$ cat src/rtl/cpu_core_params.sv
// Shared types for the CPU core pipeline: load opcodes, the memory-to-writeback
// stage bundle and the writeback bypass record seen by decode.
package cpu_core_params;

  typedef enum logic [2:0] {
    NONE, LB, LBU, LH, LHU, LW, LWL, LWR
  } load_op_t;

  typedef struct packed {
    logic [31:0] pc;
    logic        reg_write;
    logic [4:0]  dest;
    load_op_t    load_op;
    logic [1:0]  addr_low;
    logic [31:0] alu_result;
  } mem_to_wb_t;

  // partial marks an LWL/LWR merge that decode cannot bypass and must stall on.
  typedef struct packed {
    logic        valid;
    logic        partial;
    logic [4:0]  dest;
    logic [31:0] data;
  } wb_forward_t;

  localparam logic [3:0] STRB_FULL = 4'b1111;

endpackage

$ cat src/rtl/load_aligner.sv
// Combinational load alignment: picks and extends the addressed byte/halfword,
// or shifts data for the unaligned LWL/LWR merge and reports the byte strobe.
module load_aligner
  import cpu_core_params::*;
(
  input  load_op_t    load_op,
  input  logic [1:0]  addr_low,
  input  logic [31:0] rdata,
  input  logic [31:0] alu_result,
  output logic [31:0] data,
  output logic [3:0]  strobe
);

  logic [7:0]  byte_val;
  logic [15:0] half_val;
  logic [4:0]  lwl_shift;
  logic [4:0]  lwr_shift;

  always_comb begin
    byte_val = rdata[7:0];
    case (addr_low)
      2'd0: byte_val = rdata[7:0];
      2'd1: byte_val = rdata[15:8];
      2'd2: byte_val = rdata[23:16];
      2'd3: byte_val = rdata[31:24];
      default: byte_val = rdata[7:0];
    endcase
  end

  // addr_low[0] is ignored for halfwords; misalignment traps upstream.
  assign half_val  = addr_low[1] ? rdata[31:16] : rdata[15:0];
  assign lwl_shift = {2'd3 - addr_low, 3'b000};
  assign lwr_shift = {addr_low, 3'b000};

  always_comb begin
    data   = alu_result;
    strobe = STRB_FULL;
    case (load_op)
      NONE: data = alu_result;
      LB:   data = {{24{byte_val[7]}}, byte_val};
      LBU:  data = {24'd0, byte_val};
      LH:   data = {{16{half_val[15]}}, half_val};
      LHU:  data = {16'd0, half_val};
      LW:   data = rdata;
      LWL: begin
        data   = rdata << lwl_shift;
        strobe = STRB_FULL << (2'd3 - addr_low);
      end
      LWR: begin
        data   = rdata >> lwr_shift;
        strobe = STRB_FULL >> addr_low;
      end
      default: data = alu_result;
    endcase
  end

endmodule

$ cat src/rtl/write_back_stage.sv
// Writeback pipeline stage: holds one retiring instruction, aligns load data,
// drives the register-file write port, the decode bypass and the retire trace.
module write_back_stage
  import cpu_core_params::*;
(
  input  logic        clock,
  input  logic        reset_n,
  input  logic        mem_valid,
  output logic        wb_allow_in,
  input  mem_to_wb_t  mem_bundle,
  input  logic [31:0] data_sram_rdata,
  input  logic        flush,
  output logic        write_enabled,
  output logic [4:0]  write_address,
  output logic [3:0]  write_strobe,
  output logic [31:0] write_data,
  output wb_forward_t wb_forward,
  output logic [31:0] debug_wb_pc,
  output logic [3:0]  debug_wb_rf_wen,
  output logic [4:0]  debug_wb_rf_wnum,
  output logic [31:0] debug_wb_rf_wdata
);

  // Handshake: an instruction moves from memory to writeback on a rising edge
  // where mem_valid && wb_allow_in; wb_allow_in never depends on mem_valid.
  logic       wb_valid;
  logic       wb_ready_go;
  mem_to_wb_t wb_q;

  assign wb_ready_go = 1'b1;
  assign wb_allow_in = !wb_valid || wb_ready_go;

  always_ff @(posedge clock or negedge reset_n) begin
    if (!reset_n) begin
      wb_valid <= 1'b0;
      wb_q     <= '0;
    end else if (flush) begin
      wb_valid <= 1'b0;
    end else if (wb_allow_in) begin
      wb_valid <= mem_valid;
      if (mem_valid) wb_q <= mem_bundle;
    end
  end

  load_aligner u_load_aligner (
    .load_op    (wb_q.load_op),
    .addr_low   (wb_q.addr_low),
    .rdata      (data_sram_rdata),
    .alu_result (wb_q.alu_result),
    .data       (write_data),
    .strobe     (write_strobe)
  );

  assign write_enabled = wb_valid && wb_q.reg_write && !flush;
  assign write_address = wb_q.dest;

  assign wb_forward.valid   = write_enabled;
  assign wb_forward.partial = write_enabled && (write_strobe != STRB_FULL);
  assign wb_forward.dest    = wb_q.dest;
  assign wb_forward.data    = (write_strobe == STRB_FULL) ? write_data : 32'd0;

  assign debug_wb_pc       = wb_q.pc;
  assign debug_wb_rf_wen   = write_enabled ? write_strobe : 4'b0000;
  assign debug_wb_rf_wnum  = wb_q.dest;
  assign debug_wb_rf_wdata = write_data;

endmodule

$ cat config.mk
export PLATFORM = sky130hd
export DESIGN_NAME = write_back_stage
export DESIGN_NICKNAME = d
export VERILOG_FILES = /design/src/rtl/cpu_core_params.sv /design/src/rtl/load_aligner.sv /design/src/rtl/write_back_stage.sv
export SDC_FILE = /design/constraint.sdc
export NUM_CORES = 1
export LEC_CHECK = 0
export ABC_CLOCK_PERIOD_IN_PS = 2400
export BUFFER_PORTS_ARGS = -buffer_cell sky130_fd_sc_hd__buf_2
export CAP_MARGIN = 20
export CORE_ASPECT_RATIO = 1.2
export CORE_MARGIN = 2
export CORE_UTILIZATION = 44
export CTS_CLUSTER_SIZE = 30
export DETAILED_ROUTE_END_ITERATION = 6
export PLACE_DENSITY = 0.87
export SLEW_MARGIN = 0
export SYNTH_ARGS = -nofsm -noshare
export SYNTH_HDL_FRONTEND = slang
export SYNTH_HIERARCHICAL = 1
export SYNTH_SLANG_ARGS = --single-unit
export TNS_END_PERCENT = 30
$ cat constraint.sdc
create_clock -name clock -period 2.4 [get_ports clock]
set_input_delay 0.48 -clock clock [delete_from_list [all_inputs] [get_ports clock]]
set_output_delay 0.48 -clock clock [all_outputs]
set_load 0.01 [all_outputs]
Word-level counts from Yosys, hierarchy flattened
Cells that the tools add are included.
{ "classes": {"addsub": 1, "eq_ne": 12, "n_shift": 4, "n_mux": 7, "bitwise": 1, "n_reduce_logical": 7} }
{ "op_table": {"columns": ["op", "count"], "rows": [
  ["$pmux 32 s8", 1],
  ["$mux 32", 1],
  ["$pmux 8 s4", 1],
  ["$shl 32x5->32", 1],
  ["$shr 32x5->32", 1],
  ["$mux 16", 1],
  ["$eq 3x3->1 const B", 4],
  ["$pmux 4 s2", 1],
  ["$eq 3x2->1 const B", 2],
  ["$eq 2x2->1 const B", 2],
  ["$eq 4x4->1 const B", 1],
  ["$mux 4", 1],
  ["$ne 4x4->1 const B", 1],
  ["$shl 4x2->4 const A", 1],
  ["$shr 4x2->4 const A", 1],
  ["$eq 3x1->1 const B", 1],
  ["$logic_and 1x1->1", 3],
  ["$logic_not 3->1", 1],
  ["$eq 2x1->1 const B", 1],
  ["$logic_not 2->1", 1],
  ["$reduce_and 2->1", 1],
  ["$sub 2x2->2 const A", 1],
  ["$logic_not 1->1", 1],
  ["$mux 1", 1],
  ["$not 1->1", 1]
]} }
{ "word_totals": {"ff_bits": 76, "output_inout_bits": 155} }

Depth between registers and ports, before layout
Gate-level depths: netlist of run 1.
{ "depth": {"ltp_word": 5, "mapped_depth": 10} }

Modules after synthesis
The synthesis of run 1 kept the hierarchy.
{ "modules_own_cells": {"columns": ["module", "n_inst", "cells_each", "area_each_um2"], "rows": [
  ["write_back_stage", 1, 284, 3896.2],
  ["load_aligner", 1, 331, 2003.2]
]} }

Worst setup path after synthesis of run 1
OpenSTA, ideal clock, no wires.
{ "synth_timing": {"kind": "register to output", "from": "register wb_q[33] (netlist name)", "to": "output port wb_forward[0] (netlist name)", "arrival_time_ns": 2.172, "t_required_ns": 1.920, "setup_slack_ns": -0.252, "stages_incl_launch_ff": 9, "cell_sequence": "dfrtp_1 -> buf_4 -> buf_4 -> buf_2 -> buf_2 -> o21ai_0 -> and4_1 -> clkbuf_1 -> and2_1"} }
{ "synth_lines": {"columns": ["element", "line_no", "rtl"], "rows": [
  ["start: declaration", "write_back_stage.sv:28", "mem_to_wb_t wb_q;"],
  ["start signal: assignment", "write_back_stage.sv:41", "if (mem_valid) wb_q <= mem_bundle;"],
  ["end: declaration", "write_back_stage.sv:17", "output wb_forward_t wb_forward,"]
]} }

==> results of run 1 <==
[worst register-to-register path, delay by kind of cell (launching register included)]
family / cells / cell delay (ns)
buffers and inverters: 3 / 0.40
DFF: 1 / 0.45
muxes: 1 / 0.26
[metal layers]
metal  up-vias  global-route usage (%)
met2       346                    49.4
met5         -                       0
li1       2640                       -
met1      2788                    32.2
met4         2                    9.98
met3        45                    6.15
[power by group through the flow]
stage	Sequential (W)	Combinational (W)	Clock (W)
after floorplan	0.00157	0.00222	0
after global placement	0.00161	0.00317	0
after detailed placement	0.00161	0.00325	0
after CTS	0.00160	0.00366	0.00146
after global routing	0.00161	0.00412	0.00151
final	0.00159	0.00386	0.00143
[repair_timing]
action,CTS,global route
endpoints found under the setup margin,99,100
endpoints found under the hold margin,0,0
buffers inserted,15,3
gates resized for setup,78,54
pin swaps,20,19
cloned,3,0
[registers in the layout, indices dropped and copies added, names as in the netlist]
register and cells:
wb_valid 1, debug_wb_rf_wnum 5, wb_q 38, debug_wb_pc 32
[cells in the mapped netlist (2+ instances only)]
cell type	n
o21ai_0	25
and2_1	36
a222oi_1	3
nand2b_1	6
inv_1	3
mux2_2	44
mux2i_1	7
buf_4	87
a31oi_1	16
buf_2	18
or3_1	2
o22ai_1	8
a21oi_1	49
buf_1	5
a22oi_1	23
nand2_1	30
o21bai_1	2
mux2_4	39
a2bb2oi_1	8
nor2b_1	16
a221oi_1	5
clkbuf_1	11
buf_12	4
a22o_1	4
nand4b_1	2
mux4_2	3
nand3_1	5
nor2_1	45
a21oi_2	10
dfrtp_1	76
and3_1	2
[kinds of logic (layout without fill, tap and decap cells)]
kind of cell	Yosys count	count (layout)	synth area share, %
xor gates and xnor gates	1	1	0.148
DFF	76	76	32.2
and+or+nand+nor	153	153	13.4
AOI/OAI and AO/OA	160	160	17.7
buffers and inverters	130	401	15.6
muxes	94	94	20.8
other	1	1	0.0636
[through the flow]
stage	total power [W]	hold slack, ns	TNS, ns
finish	0.00688	0.0387	-31.86
global route	0.00724	0.0559	-39.11
CTS	0.00671	0.0405	-31.18
detailed placement	0.00486	0.409	-6.28
global placement	0.00478	0.401	-4.38
floorplan	0.00380	0.184	0
[worst max path at each step]
stage                endpoint  slack, ns
2_1_floorplan   wb_forward[0]      0.002
3_3_place_gp   wb_forward[26]      -0.18
3_5_place_dp   wb_forward[28]      -0.20
4_1_cts        wb_forward[21]      -0.46
5_1_grt         wb_forward[1]      -0.51
6_report       wb_forward[26]      -0.49
[final cells by class]
cell class                      count  area share (%)
Sequential cell                    76            22.3
Multi-Input combinational cell    409            40.6
Timing Repair Buffer              382            30.9
Clock inverter                      7           0.937
Clock buffer                        9            2.64
Inverter                            3           0.132
Tap cell                          168            2.46
==> flow_summary.json, run 1 <==
{
  "result_of_the_run": "finished, violations left",
  "violated_checks": "negative setup slack",
  "fp.dieW_um": 110,
  "crit_type": "reg2out",
  "routed-wl-met3_mm": 1.72,
  "synth_flop_cell": "dfrtp_1",
  "count_of_pins_on_the_block_boundary": 266,
  "final_antenna_net_count": 0,
  "clock_skew_ns": 0,
  "switching_power_w": 0.00256,
  "synth-warning-count": 6,
  "final_common_cell": "buf_2",
  "cts_buffer_depth": 2,
  "slew_violations": 0,
  "clock_tree.root_cell": "clkbuf_16",
  "mostFrequentLayoutCells": "243 x buf_2, 88 x buf_4, 73 x dfrtp_1, 43 x mux2_4, 41 x mux2_2",
  "synth_seq_cells": 76,
  "worst-path-stages": 10,
  "synth_edf_count": 0,
  "final_design_area_no_fill_um2": 8540,
  "reg2reg_from": "wb_q[32]$_DFFE_PN0P_",
  "cts_hold_buf": 0,
  "post_drt_wl_per_cell_um": 19.5,
  "clkPwrFrac_pct": 20.8,
  "min_path_type": "in2async",
  "crit_path_top_delay_cell": "dfrtp_2",
  "overflow": 0,
  "yosysTopAreaCell": "dfrtp_1",
  "post_dp_cell_area_um2": 7470,
  "ys_seq_area_share_pct": 32.2,
  "cp_top_family": "buffers and inverters",
  "syn-num-nets": 726,
  "grt_use_total_pct": 27.6,
  "clock_latency_ns": 0.33,
  "area_enclosed_by_the_die_boundary_um2": 14400,
  "worstSetupStartpointType": "flip-flop",
  "area_of_the_multi_input_gates_um2": 3470,
  "layout-drive-gt1-share_pct": 68.4,
  "drt_pass1_iterations": 5,
  "first_global_vias": 5680,
  "synthToLayoutAreaGrowth_pct": 44.8,
  "r2r-end": "wb_q[32]$_DFFE_PN0P_",
  "rows": 46,
  "placement.io_buffers": 264,
  "place.detailed.hpwl_mm": 15.0,
  "worstPathArrival_ns": 2.41,
  "fin_cells": 1054,
  "finalCriticalPeriod_ns": 2.89,
  "critical_path_buf_inv_count": 5,
  "crit_path_start": "wb_q[32]$_DFFE_PN0P_",
  "place_ws_ns": -0.202,
  "clock_sinks": 76,
  "wl_met2_mm": 10.7,
  "post-route-period-util_pct": 120,
  "insertedDiodeCount": 0,
  "cp_slowest_stage_delay_ns": 0.45,
  "report.final.hold_viol_count": 0,
  "synth_largest_type_area_fraction_pct": 32.2,
  "seqCellArea_um2": 1910,
  "sw_frac_of_total_pct": 37.2,
  "final.setup.worst_slack_ns": -0.491,
  "seqPwrFrac_pct": 23.1,
  "setup_repair_after_global_routing_missed_its_margin": "true",
  "largest_vdd_supply_drop_uv": 417,
  "timing.reg2reg.setup_slack_ns": 1.16,
  "die_h_um": 131,
  "pwr-share-comb_pct": 56.1,
  "route.top_layer_used": "met5",
  "viasPerCell": 5.52,
  "initial_antenna_violation_count": 1,
  "path_cells": "buf_12 -> buf_12 -> buf_12 -> buf_16 -> mux2i_2 -> a21oi_2 -> a22oi_1 -> a21oi_2 -> and2_4 -> buf_6",
  "place_congestion": 0.929,
  "vias": 5821,
  "initial_utilization_pct": 44.8,
  "placedCellCount": 1018,
  "remaining_drcs": 0,
  "setup.worst_path.end_class": "primary output",
  "worst-r2r-cell-count": 4,
  "route.final.wire_length_mm": 20.6,
  "syn_inst": 615,
  "dr.first_iter.drc_count": 421,
  "finalSetupViolCount": 98,
  "core_region_area_um2": 13200,
  "async_flop_share_pct": 100,
  "intPower_w": 0.00432,
  "total_leakage_power_nw": 4.15,
  "worstPathRequired_ns": 1.92,
  "tritoncts": "yes",
  "grt_pass1_wl_mm": 30.1,
  "fill_cells": 1041,
  "layout.core_utilization_pct": 64.8,
  "cts_inserted_buffers": 9,
  "drv_cap": 0,
  "max_freq_mhz": 346,
  "syn-cell-area_um2": 5900,
  "grt_max_degree": 53,
  "timing.critical_path.mode_cell": "buf_12",
  "htreeDepth": 3,
  "wl_met1_mm": 7.62,
  "yosys-top-cells-area": "dfrtp_1 32%, buf_4 11%, mux2_4 9.9%",
  "timing.critical_path.fanout_max": 6,
  "synthDistinctLibCells": 52,
  "postSynthAreaPerCell_um2": 9.59,
  "fin_nets": 992,
  "power_density_nw_per_um2": 805,
  "worst_setup_hold_path_clk_slew_ns": 0.07
}
No activity file was read; power rests on OpenSTA's default activity.
==> inputs of run 2 (changes only) <==
- SETUP_SLACK_MARGIN: default -> 0.4
==> run 2 against run 1 <==
Against the previous run:
- the flow still finishes with violations (negative setup slack)
- clock power hardly changed
- sequential cell count stayed put
- count of clock-buffer cells in the layout stayed put
- non-clock buffer count is 9 lower
- largest power group unchanged
==> flow_summary.json, run 2 (same netlist as run 1, synthesis figures left out) <==
{
  "result_of_the_run": "finished, violations left",
  "violated_checks": "negative setup slack",
  "finalPower_w": 0.00700,
  "overflow": 0,
  "cp_slowest_stage_delay_ns": 0.53,
  "sw_frac_of_total_pct": 36.9,
  "clock_tree.root_cell": "clkbuf_16",
  "drt_pass1_iterations": 5,
  "post-route-period-util_pct": 120,
  "post_drt_wl_per_cell_um": 19.6,
  "place_congestion": 0.958,
  "drv_cap": 0,
  "min_path_type": "in2async",
  "layout-drive-gt1-share_pct": 66.7,
  "crit_type": "reg2out",
  "intPower_w": 0.00442,
  "viasPerCell": 5.50,
  "grt_pass1_wl_mm": 29.1,
  "clkPwrFrac_pct": 20.4,
  "finalCriticalPeriod_ns": 2.88,
  "setup_repair_after_global_routing_missed_its_margin": "true",
  "worst-slew-pin-transition_ns": 0.511,
  "grt_use_total_pct": 26.8,
  "area_enclosed_by_the_die_boundary_um2": 14400,
  "tritoncts": "yes",
  "first_global_vias": 5585,
  "final_antenna_net_count": 0,
  "timing.critical_path.fanout_max": 7,
  "die_h_um": 131,
  "total_leakage_power_nw": 4.12,
  "layout.core_utilization_pct": 65.5,
  "rows": 46,
  "crit_path_top_delay_cell": "mux4_2",
  "fin_nets": 983,
  "largest_vdd_supply_drop_uv": 562,
  "switching_power_w": 0.00259,
  "core_region_area_um2": 13200,
  "power_density_nw_per_um2": 810,
  "finalSetupViolCount": 97,
  "worstPathRequired_ns": 1.92,
  "synthToLayoutAreaGrowth_pct": 46.4,
  "vias": 5743,
  "mostFrequentLayoutCells": "217 x buf_2, 76 x buf_4, 71 x dfrtp_1, 71 x buf_6, 44 x mux2_4",
  "seqPwrFrac_pct": 23.1,
  "slew_violations": 0,
  "count_of_pins_on_the_block_boundary": 266,
  "worstSetupStartpointType": "flip-flop",
  "clock_sinks": 76,
  "initial_utilization_pct": 44.8,
  "placement.io_buffers": 264,
  "dr.first_iter.drc_count": 381,
  "initial_antenna_violation_count": 0,
  "path_cells": "buf_6 -> mux4_2 -> nor2b_4 -> o22ai_4 -> nand2b_4 -> buf_12 -> a21oi_2 -> and2_4 -> buf_6",
  "max_freq_mhz": 347,
  "insertedDiodeCount": 0,
  "route.final.wire_length_mm": 20.4,
  "max_slew_margin_pct": 65.9,
  "cts_inserted_buffers": 9,
  "final_common_cell": "buf_2",
  "setup.worst_path.end_class": "primary output",
  "clock_latency_ns": 0.34,
  "cts_buffer_depth": 2,
  "fp.dieW_um": 110,
  "htreeDepth": 3,
  "report.final.hold_viol_count": 0,
  "pwr-share-comb_pct": 56.5,
  "grt_max_degree": 54,
  "clock_skew_ns": 0,
  "largest_register": "wb_q",
  "worst_setup_hold_path_clk_slew_ns": 0.07,
  "remaining_drcs": 0,
  "place.detailed.hpwl_mm": 14.7,
  "max_reg_flops": 38,
  "timing.critical_path.mode_cell": "buf_6",
  "worstPathArrival_ns": 2.40,
  "final.setup.worst_slack_ns": -0.482
}
==> run 2: cell types whose count changed in the layout (fill, tap and decap cells not counted), sizes merged <==
cell and delta:
inv -1, buf -8, clkinvlp +1, clkbuf -1
==> run 2: final timing paths <==
kind | from | slack, ns | to | depth (start not counted)
worst max-delay path | wb_q[33]$_DFFE_PN0P_ | -0.48 | wb_forward[27] | 9
worst min-delay path | reset_n | 0.10 | debug_wb_pc[0]$_DFFE_PN0P_ | 1
worst max register to register | wb_q[35]$_DFFE_PN0P_ | 1.32 | wb_q[35]$_DFFE_PN0P_ | 2
worst min register to register | debug_wb_pc[13]$_DFFE_PN0P_ | 0.50 | debug_wb_pc[13]$_DFFE_PN0P_ | 1
max in group asynchronous | reset_n | 1.73 | debug_wb_rf_wnum[3]$_DFFE_PN0P_ | 2
min in group clock | mem_bundle[9] | 0.36 | wb_q[9]$_DFFE_PN0P_ | 2
==> run 2: timing repair <==
item                       CTS  global route
gates cloned                 1             0
pin swaps                   25            17
setup endpoints to repair  105           105
buffers inserted            16             4
resized for setup          102            56
hold buffers                 0             0
==> run 2: final cells by class <==
type	count	area, um2
Clock inverter	7	82.6
Fill cell	1024	4540
Tap cell	168	210
Multi-Input combinational cell	409	3570
Clock buffer	9	225
Timing Repair Buffer	373	2630
Sequential cell	76	1910
Inverter	3	11.3
==> run 2: layer usage <==
layer	GRT usage, %	share of wire (%)	wire length [um]	vias up
met5	0	0	0	-
met4	9.31	2.8	581	0
met3	6.60	8.1	1660	41
met2	47.3	52	10600	347
met1	31.6	37	7630	2731
li1	-	-	-	2624
==> run 2: power groups by stage <==
stage               sequential [W]  clock [W]  combinational (W)
floorplan                  0.00157          0            0.00229
global placement           0.00162          0            0.00311
finish                     0.00162    0.00143            0.00395
detailed placement         0.00163          0            0.00317
global route               0.00164    0.00151            0.00422
CTS                        0.00161    0.00145            0.00366
==> run 2: stage by stage <==
step	cells	hold slack (ns)	setup TNS [ns]	worst slack, ns	instance area (um2)
finish	1045	0.103	-35.33	-0.482	8640
detailed placement	1008	0.487	-5.83	-0.281	7400
global placement	1008	0.485	-4.47	-0.253	7400
floorplan	615	0.184	0	0.131	6110
global route	1045	0.148	-42.89	-0.557	8640
CTS	1041	0.117	-31.90	-0.495	8350
==> run 2: critical path, delay by kind of cell (launching register included) <==
family	cells	cell delay, ns
compound gates	2	0.16
flops	1	0.46
buf+inv	3	0.41
simple gates	3	0.50
mux	1	0.53
